<file path="src/rtl/pid_channel_scheduler.sv">
// Time-multiplexes one PID arithmetic unit across NUM_CH channels: snapshots errors per
// control tick, issues them in order over valid/ready, clamps and stores the results.
module pid_channel_scheduler #(
  parameter int unsigned              NUM_CH      = 8,
  parameter int unsigned              DATA_W      = 32,
  parameter logic signed [DATA_W-1:0] CORR_LIMIT  = 32'sd1000000,
  parameter int unsigned              RSP_TIMEOUT = 64
) (
  input  logic                     clk,
  input  logic                     reset,
  input  logic                     enable,
  input  logic [31:0]              period,
  input  logic [NUM_CH*DATA_W-1:0] err_in,
  input  logic                     e_stop,
  output logic                     pid_req_valid,
  input  logic                     pid_req_ready,
  output logic [3:0]               pid_req_ch,
  output logic [DATA_W-1:0]        pid_req_err,
  input  logic                     pid_rsp_valid,
  input  logic [DATA_W-1:0]        pid_rsp_data,
  output logic [NUM_CH*DATA_W-1:0] corr_out,
  output logic                     sweep_done,
  output logic                     busy,
  output logic                     timeout_flag,
  output logic [15:0]              overrun_cnt
);

  localparam int unsigned CH_W = (NUM_CH > 1) ? $clog2(NUM_CH) : 1;

  typedef enum logic [2:0] {
    ST_IDLE,
    ST_ISSUE,
    ST_WAIT,
    ST_STORE,
    ST_DONE
  } state_t;

  state_t                         state;
  logic [31:0]                    tick_cnt;
  logic [31:0]                    p_eff;
  logic                           tick;
  logic [NUM_CH-1:0][DATA_W-1:0]  snap;
  logic [NUM_CH-1:0][DATA_W-1:0]  corr;
  logic [DATA_W-1:0]              res;
  logic [15:0]                    to_cnt;
  logic [CH_W-1:0]                ch_idx;
  logic [CH_W-1:0]                nxt_idx;

  assign corr_out = corr;
  assign ch_idx   = pid_req_ch[CH_W-1:0];
  assign nxt_idx  = ch_idx + CH_W'(1);

  function automatic logic [DATA_W-1:0] clamp(input logic signed [DATA_W-1:0] v);
    if (v > CORR_LIMIT)
      return CORR_LIMIT;
    else if (v < -CORR_LIMIT)
      return -CORR_LIMIT;
    else
      return v;
  endfunction

  // >= rather than == so a period shrunk below the running count still wraps at once
  always_comb begin
    p_eff = (period < 32'd2) ? 32'd2 : period;
    tick  = enable && (tick_cnt >= p_eff - 32'd1);
  end

  always_ff @(posedge clk or posedge reset) begin
    if (reset)
      tick_cnt <= '0;
    else if (!enable || tick)
      tick_cnt <= '0;
    else
      tick_cnt <= tick_cnt + 32'd1;
  end

  always_ff @(posedge clk or posedge reset) begin
    if (reset) begin
      state         <= ST_IDLE;
      snap          <= '0;
      corr          <= '0;
      res           <= '0;
      to_cnt        <= '0;
      pid_req_valid <= 1'b0;
      pid_req_ch    <= '0;
      pid_req_err   <= '0;
      sweep_done    <= 1'b0;
      busy          <= 1'b0;
      timeout_flag  <= 1'b0;
      overrun_cnt   <= '0;
    end else begin
      sweep_done <= 1'b0;
      if (tick && state != ST_IDLE && overrun_cnt != '1)
        overrun_cnt <= overrun_cnt + 16'd1;

      case (state)
        ST_IDLE: begin
          if (tick) begin
            snap          <= err_in;
            pid_req_ch    <= '0;
            pid_req_err   <= err_in[DATA_W-1:0];
            pid_req_valid <= 1'b1;
            busy          <= 1'b1;
            state         <= ST_ISSUE;
          end
        end
        ST_ISSUE: begin
          if (pid_req_ready) begin
            pid_req_valid <= 1'b0;
            to_cnt        <= '0;
            state         <= ST_WAIT;
          end
        end
        ST_WAIT: begin
          // a response in the timeout cycle takes priority over abandoning the channel
          if (pid_rsp_valid) begin
            res   <= clamp(pid_rsp_data);
            state <= ST_STORE;
          end else if (to_cnt == 16'(RSP_TIMEOUT - 1)) begin
            res          <= '0;
            timeout_flag <= 1'b1;
            state        <= ST_STORE;
          end else begin
            to_cnt <= to_cnt + 16'd1;
          end
        end
        ST_STORE: begin
          corr[ch_idx] <= e_stop ? '0 : res;
          if (pid_req_ch == 4'(NUM_CH - 1)) begin
            sweep_done <= 1'b1;
            state      <= ST_DONE;
          end else begin
            pid_req_ch    <= pid_req_ch + 4'd1;
            pid_req_err   <= snap[nxt_idx];
            pid_req_valid <= 1'b1;
            state         <= ST_ISSUE;
          end
        end
        ST_DONE: begin
          busy  <= 1'b0;
          state <= ST_IDLE;
        end
        default: state <= ST_IDLE;
      endcase

      if (e_stop)
        corr <= '0;
    end
  end

endmodule
</file>
<file path="config.mk">
export PLATFORM = sky130hd
export DESIGN_NAME = pid_channel_scheduler
export DESIGN_NICKNAME = d
export VERILOG_FILES = /design/src/rtl/pid_channel_scheduler.sv
export SDC_FILE = /design/constraint.sdc
export NUM_CORES = 1
export LEC_CHECK = 0
export ABC_AREA = 1
export BUFFER_PORTS_ARGS = -buffer_cell sky130_fd_sc_hd__buf_2
export CORE_ASPECT_RATIO = 0.8
export CORE_MARGIN = 2
export CORE_UTILIZATION = 55
export DETAILED_ROUTE_END_ITERATION = 10
export GPL_ROUTABILITY_DRIVEN = 1
export PLACE_DENSITY = 0.8
export SLEW_MARGIN = 0
export SYNTH_ARGS = -nofsm -noshare
export SYNTH_HDL_FRONTEND = slang
export SYNTH_SLANG_ARGS = --single-unit
</file>
<file path="constraint.sdc">
create_clock -name clk -period 26.5 [get_ports clk]
set_input_delay 3.975 -clock clk [delete_from_list [all_inputs] [get_ports clk]]
set_output_delay 3.975 -clock clk [all_outputs]
set_load 0.02 [all_outputs]
</file>
== Yosys cells after proc, flatten, opt, wreduce, memory -nomap -nowiden ==
Cells that the tools add are included.
Widths: inputs -> output; s select.

* Register bits: 651
* Bits of input ports: 326
* Output and inout bits: 312
* Word-level logic and storage cells: 113

* Add/sub/neg operators: 6
* $lt $le $gt $ge: 7
* Eq/ne operators: 13
* Muxes and demuxes: 37
* Bitwise logic cells: 1
* Reduce and logical (&&, ||, !) cells: 22

{| class="wikitable"
|+ Operators with widths
! operator !! count
|-
| $mux 256 || 2
|-
| $mux 32 || 11
|-
| $bwmux 256 || 1
|-
| $bmux 32 s3 || 1
|-
| $demux 32 s3 || 1
|-
| $pmux 32 s2 || 1
|-
| $mux 16 || 3
|-
| $add 16x1->16 const B || 2
|-
| $add 32x1->32 const B || 1
|-
| $ge 32x32->1 || 1
|-
| $gt 32x21->1 const B || 1
|-
| $lt 32x2->1 const B || 1
|-
| $lt 32x21->1 const B || 1
|-
| $pmux 16 s2 || 1
|-
| $sub 32x1->32 const B || 1
|-
| $eq 16x6->1 const B || 1
|-
| $ne 16x16->1 const B || 1
|-
| $mux 3 || 5
|-
| $pmux 3 s4 || 1
|-
| $ne 2x2->1 const B || 5
|-
| $reduce_bool 2->1 || 5
|-
| $reduce_and 3->1 || 3
|-
| $lt 3x4->1 const B || 2
|-
| $mux 4 || 2
|-
| other kinds (20) || 32
|}

== Longest topological paths before layout ==
* Depth in word-level cells: 7
* Depth in mapped cells: 33
* Depth with buffers taken out: 31

== Worst setup path after synthesis ==
OpenSTA, ideal clock, no wires.

* Kind: input port to flip-flop
* Start: in period[18]
* End: reg snap[81] in the netlist's numbering
* Library setup time: 0.117 ns
* Arrival time: 7.208 ns
* Data required time: 26.383 ns
* Setup slack: 19.175 ns
* Stages: 31
* Buffers on the path: 2
* Path through: or2_2 > nor2_2 > nand2_1 > nor2_1 > nand2_1 > inv_1 > nor2_1 > inv_1 > ha_1 > nand2_1 > nor2_2 > nand2_1 > nor2_1 > inv_1 > nor2_1 > nand2_1 > xor2_1 > ha_1 > nand2_1 > nor2_1 > nand2_1 > nor2_1 > nand2_1 > nand2_1 > nand2_1 > inv_2 > nand2_4 > buf_6 > buf_6 > nand2_1 > nand2_1

* Cells in the longest elaborated chain, start to end: 6

{| class="wikitable"
|+ Ends and longest elaborated chain
! item !! RTL line !! source
|-
| from (decl) || 12 || <nowiki>input logic [31:0] period,</nowiki>
|-
| $lt 32x2->1 || 64 || <nowiki>p_eff = (period < 32'd2) ? 32'd2 : period;</nowiki>
|-
| $mux 32 * || 64 ||
|-
| $sub 32x1->32 * || 65 || <nowiki>tick = enable && (tick_cnt >= p_eff - 32'd1);</nowiki>
|-
| $ge 32x32->1 * || 65 ||
|-
| $logic_and 1x1->1 * || 65 ||
|-
| $reduce_and 2->1 (no source line) * || - ||
|-
| to (signal assigned) || 99 || <nowiki>snap <= err_in;</nowiki>
|-
| to (decl) || 42 || <nowiki>logic [NUM_CH-1:0][DATA_W-1:0] snap;</nowiki>
|}

Every way passes the cells marked *; elsewhere a longest branch is shown, timed or not.
A chain may end at the register's enable or synchronous reset.

== Worst setup path in the final report ==
* Start: in period[18]
* End: reg busy

* Cells in the longest elaborated chain, start to end: 7

{| class="wikitable"
|+ Ends and longest elaborated chain
! item !! RTL line !! source
|-
| $lt 32x2->1 || 64 ||
|-
| $mux 32 * || 64 ||
|-
| $sub 32x1->32 * || 65 ||
|-
| $ge 32x32->1 * || 65 ||
|-
| $logic_and 1x1->1 * || 65 ||
|-
| $ne 2x2->1 (no source line) * || - ||
|-
| $reduce_and 2->1 (no source line) * || - ||
|-
| to (signal assigned) || 88 || <nowiki>busy <= 1'b0;</nowiki>
|-
| to (signal assigned) || 103 || <nowiki>busy <= 1'b1;</nowiki>
|-
| to (signal assigned) || 140 || <nowiki>busy <= 1'b0;</nowiki>
|-
| to (decl) || 23 || <nowiki>output logic busy,</nowiki>
|}

Marked as above.

==> flow_metrics.env <==
export IMPL_cts_buffer_depth=3
export IMPL_final_area_sq_mm=0.0358
export IMPL_intPower_mw=1.76
export IMPL_dp_hpwl_mm=69.4
export IMPL_timing_hold_ws_ps=465
export IMPL_p_clk_frac=0.334
export IMPL_drt_iter0_drc=3922
export IMPL_p_leak_nw=18.9
export IMPL_cp_common_cell="nand2_1"
export IMPL_required_ps=26940
export IMPL_grt_pass1_vias=26400
export IMPL_io_pins=638
export IMPL_vias_per_cell=5.83
export IMPL_fill_cells=4666
export IMPL_clk_insertion_delay_late_ps=610
export IMPL_path_class="input port to flip-flop"
export IMPL_synth_edf_count=0
export IMPL_grt_max_degree=187
export IMPL_switching_share=0.366
export IMPL_cts_tree="yes"
export IMPL_clkTransAtPathRegs_ps=60
export IMPL_synth_most_common_cell="nand2_1"
export IMPL_combPwrFrac=0.261
export IMPL_rrSetupSlack_ps=22330
export IMPL_postCtsHoldBufs=0
export IMPL_async_flop_share=1.00
export IMPL_hold_viol_final=0
export IMPL_min_period_over_period=0.349
export IMPL_status="complete, no violations"
export IMPL_post_cts_buffers=0
export IMPL_cpPeakStageDelay_ps=850
export IMPL_syn_cell_area_sq_mm=0.0305
export IMPL_route_antenna_remaining_nets=0
export IMPL_synth_seq_area_share=0.534
export IMPL_power_density_mw_per_mm2=77.6
export IMPL_yosys_area_top_type="dfrtp_1"
export IMPL_tns_ps=0
export IMPL_synth_top_area_frac=0.534
export IMPL_grt_setup_unrepaired="false"
export IMPL_routed_wirelength_mm=101
export IMPL_reg2reg_depth=14
export IMPL_syn_nets=4012
export IMPL_ys_warn_count=0
export IMPL_cp_end_kind="flip-flop"
export IMPL_syn_to_final_growth_pct=17.3
export IMPL_finClkSkew_ps=18.7
export IMPL_fmax_mhz=108
export IMPL_crit_fanout=170
export IMPL_ctsResizeCount=0
export IMPL_h_tree_depth=3
export IMPL_rr_startpoint="tick_cnt[19]"
export IMPL_die_w_microns=267
export IMPL_numCtsBuffers=67
export IMPL_clkSinkCount=651
export IMPL_avgSynthCellArea_sq_um=8.36
export IMPL_synth_cells=3648
export IMPL_drc=0
export IMPL_nets=4498
export IMPL_slew_headroom=0.266
export IMPL_setup_viol=0
export IMPL_routedWlPerCell_microns=20.5
export IMPL_slew_viol_final=0
export IMPL_worstSetupStartpoint="period[18]"
export IMPL_final_min_clock_period_ps=9260
export IMPL_rr_endpoint="busy"
export IMPL_ys_top_cells_by_count="nand2_1 (972), dfrtp_1 (651), nand3_1 (621)"
export IMPL_cts_root_buf="clkbuf_16"
export IMPL_grt_usage=0.349
export IMPL_vias=28800
export IMPL_worst_slew_pin_slew_ps=1100
export IMPL_endpoint="busy"
export IMPL_crit_slowest_cell="buf_4"
export IMPL_ir_drop_mv=0.0795
export IMPL_ys_types=44
export IMPL_drive_gt1_frac=0.192
export IMPL_grt_first_pass_wirelength_mm=155
export IMPL_worstPathArrival_ps=9690
export IMPL_grt_ovfl_total=0
export IMPL_switchingPower_mw=1.01
export IMPL_grt_antenna_before_repair=23
export IMPL_initial_core_util=0.554
export IMPL_start_kind="input port"
export IMPL_ys_ff_latch=651
export IMPL_maxCapViolCount=0
export IMPL_ys_flop_type="dfrtp_1"
export IMPL_die_y_microns=215
export IMPL_gp_congestion=0.941
export IMPL_seqPwrFrac=0.405
export IMPL_hold_class="flip-flop to flip-flop"
export IMPL_dpl_cell_area_sq_mm=0.0336
export IMPL_die_area_sq_mm=0.0574
export IMPL_synth_area_top_cells="dfrtp_1 (53%), nand2_1 (12%), nand3_1 (10%), o21ai_0 (6.4%), nor2_1 (3.1%)"
export IMPL_portBuffers=637
export IMPL_firstDrtPassIters=6
export IMPL_fp_row_count=77
export IMPL_coreArea_sq_mm=0.0550
-- final cells by class --
cell class | instances | area, sq um | share of cell area
Sequential cell | 651 | 16300 | 0.456
Multi-Input combinational cell | 2614 | 12400 | 0.348
Timing Repair Buffer | 663 | 3410 | 0.0953
Clock buffer | 94 | 1910 | 0.0533
Tap cell | 750 | 938 | 0.0262
Inverter | 137 | 539 | 0.0151
Clock inverter | 18 | 190 | 0.00532
Antenna cell | 17 | 42.5 | 0.00119
-- registers in the layout, indices dropped and copies added (netlist names), 4 cells and up --
name and flops:
tick_cnt 32, pid_req_err 32, to_cnt 16, res 32, pid_req_ch 4, corr_out 256, snap 256, overrun_cnt 16
-- critical path, delay by kind of cell --
kind                       cells  cell delay (ps)
xor gates and xnor gates       1              160
buffers and inverters          7             1540
adders and majority gates      2              440
and+or+nand+nor               19             2940
AOI/OAI and AO/OA              2              370
-- cell families after synthesis --
kind of cell | share of synthesized area
adders and majority gates | 0.0156
DFF | 0.534
xor gates and xnor gates | 0.0201
and+or+nand+nor | 0.277
buffers and inverters | 0.0585
muxes | 0.000328
AOI/OAI and AO/OA | 0.0948
-- through the flow --
stage / worst slack [ps] / power [mW] / cells / utilization
after floorplan: 4280 / 1.59 / 3648 / -
after global placement: 16870 / 1.84 / 4815 / 0.611
after detailed placement: 16760 / 1.85 / 4815 / 0.611
after CTS: 17410 / 2.77 / 4927 / 0.649
after global routing: 16700 / 2.89 / 4939 / 0.650
final: 17240 / 2.78 / 4944 / 0.650
-- power by group through the flow --
stage                     registers, mW  logic, mW  clock network, mW
after floorplan                    1.17      0.417                  0
after detailed placement           1.14      0.706                  0
after global placement             1.14      0.700                  0
after CTS                          1.12      0.708              0.937
after global routing               1.13      0.783              0.978
final                              1.13      0.724              0.928
-- worst min-delay path by stage --
stage,startpoint,end,slack [ps],depth (start not counted)
6_report,snap[141],snap[141],460,2
5_1_grt,snap[22],snap[22],480,2
4_1_cts,snap[22],snap[22],470,2
3_5_place_dp,snap[16],snap[16],450,2
3_3_place_gp,snap[115],snap[115],450,2
2_1_floorplan,snap[100],snap[100],440,2
-- layout by cell type, fill, tap and decap left out, types with 24 or more instances in the layout --
master	netlist	routed
buf_4	33	24
inv_1	124	121
a21oi_1	42	42
o22ai_1	64	64
clkbuf_16	0	67
nor2_1	251	251
ha_1	38	37
xor2_1	47	47
buf_2	46	637
nand4_1	26	26
dfrtp_1	651	650
nand2_1	972	971
nor3_1	37	37
o21ai_0	390	390
nand3_1	621	621
-- per-layer routing --
| layer | part of all wire | vias to the layer above | global-route usage |
|---|---|---|---|
| li1 | - | 13200 | - |
| met1 | 0.42 | 13700 | 0.519 |
| met2 | 0.43 | 1648 | 0.492 |
| met3 | 0.10 | 297 | 0.0785 |
| met4 | 0.046 | 10 | 0.148 |
| met5 | 0.00066 | - | 0 |
No activity file was read; power rests on OpenSTA's default activity.
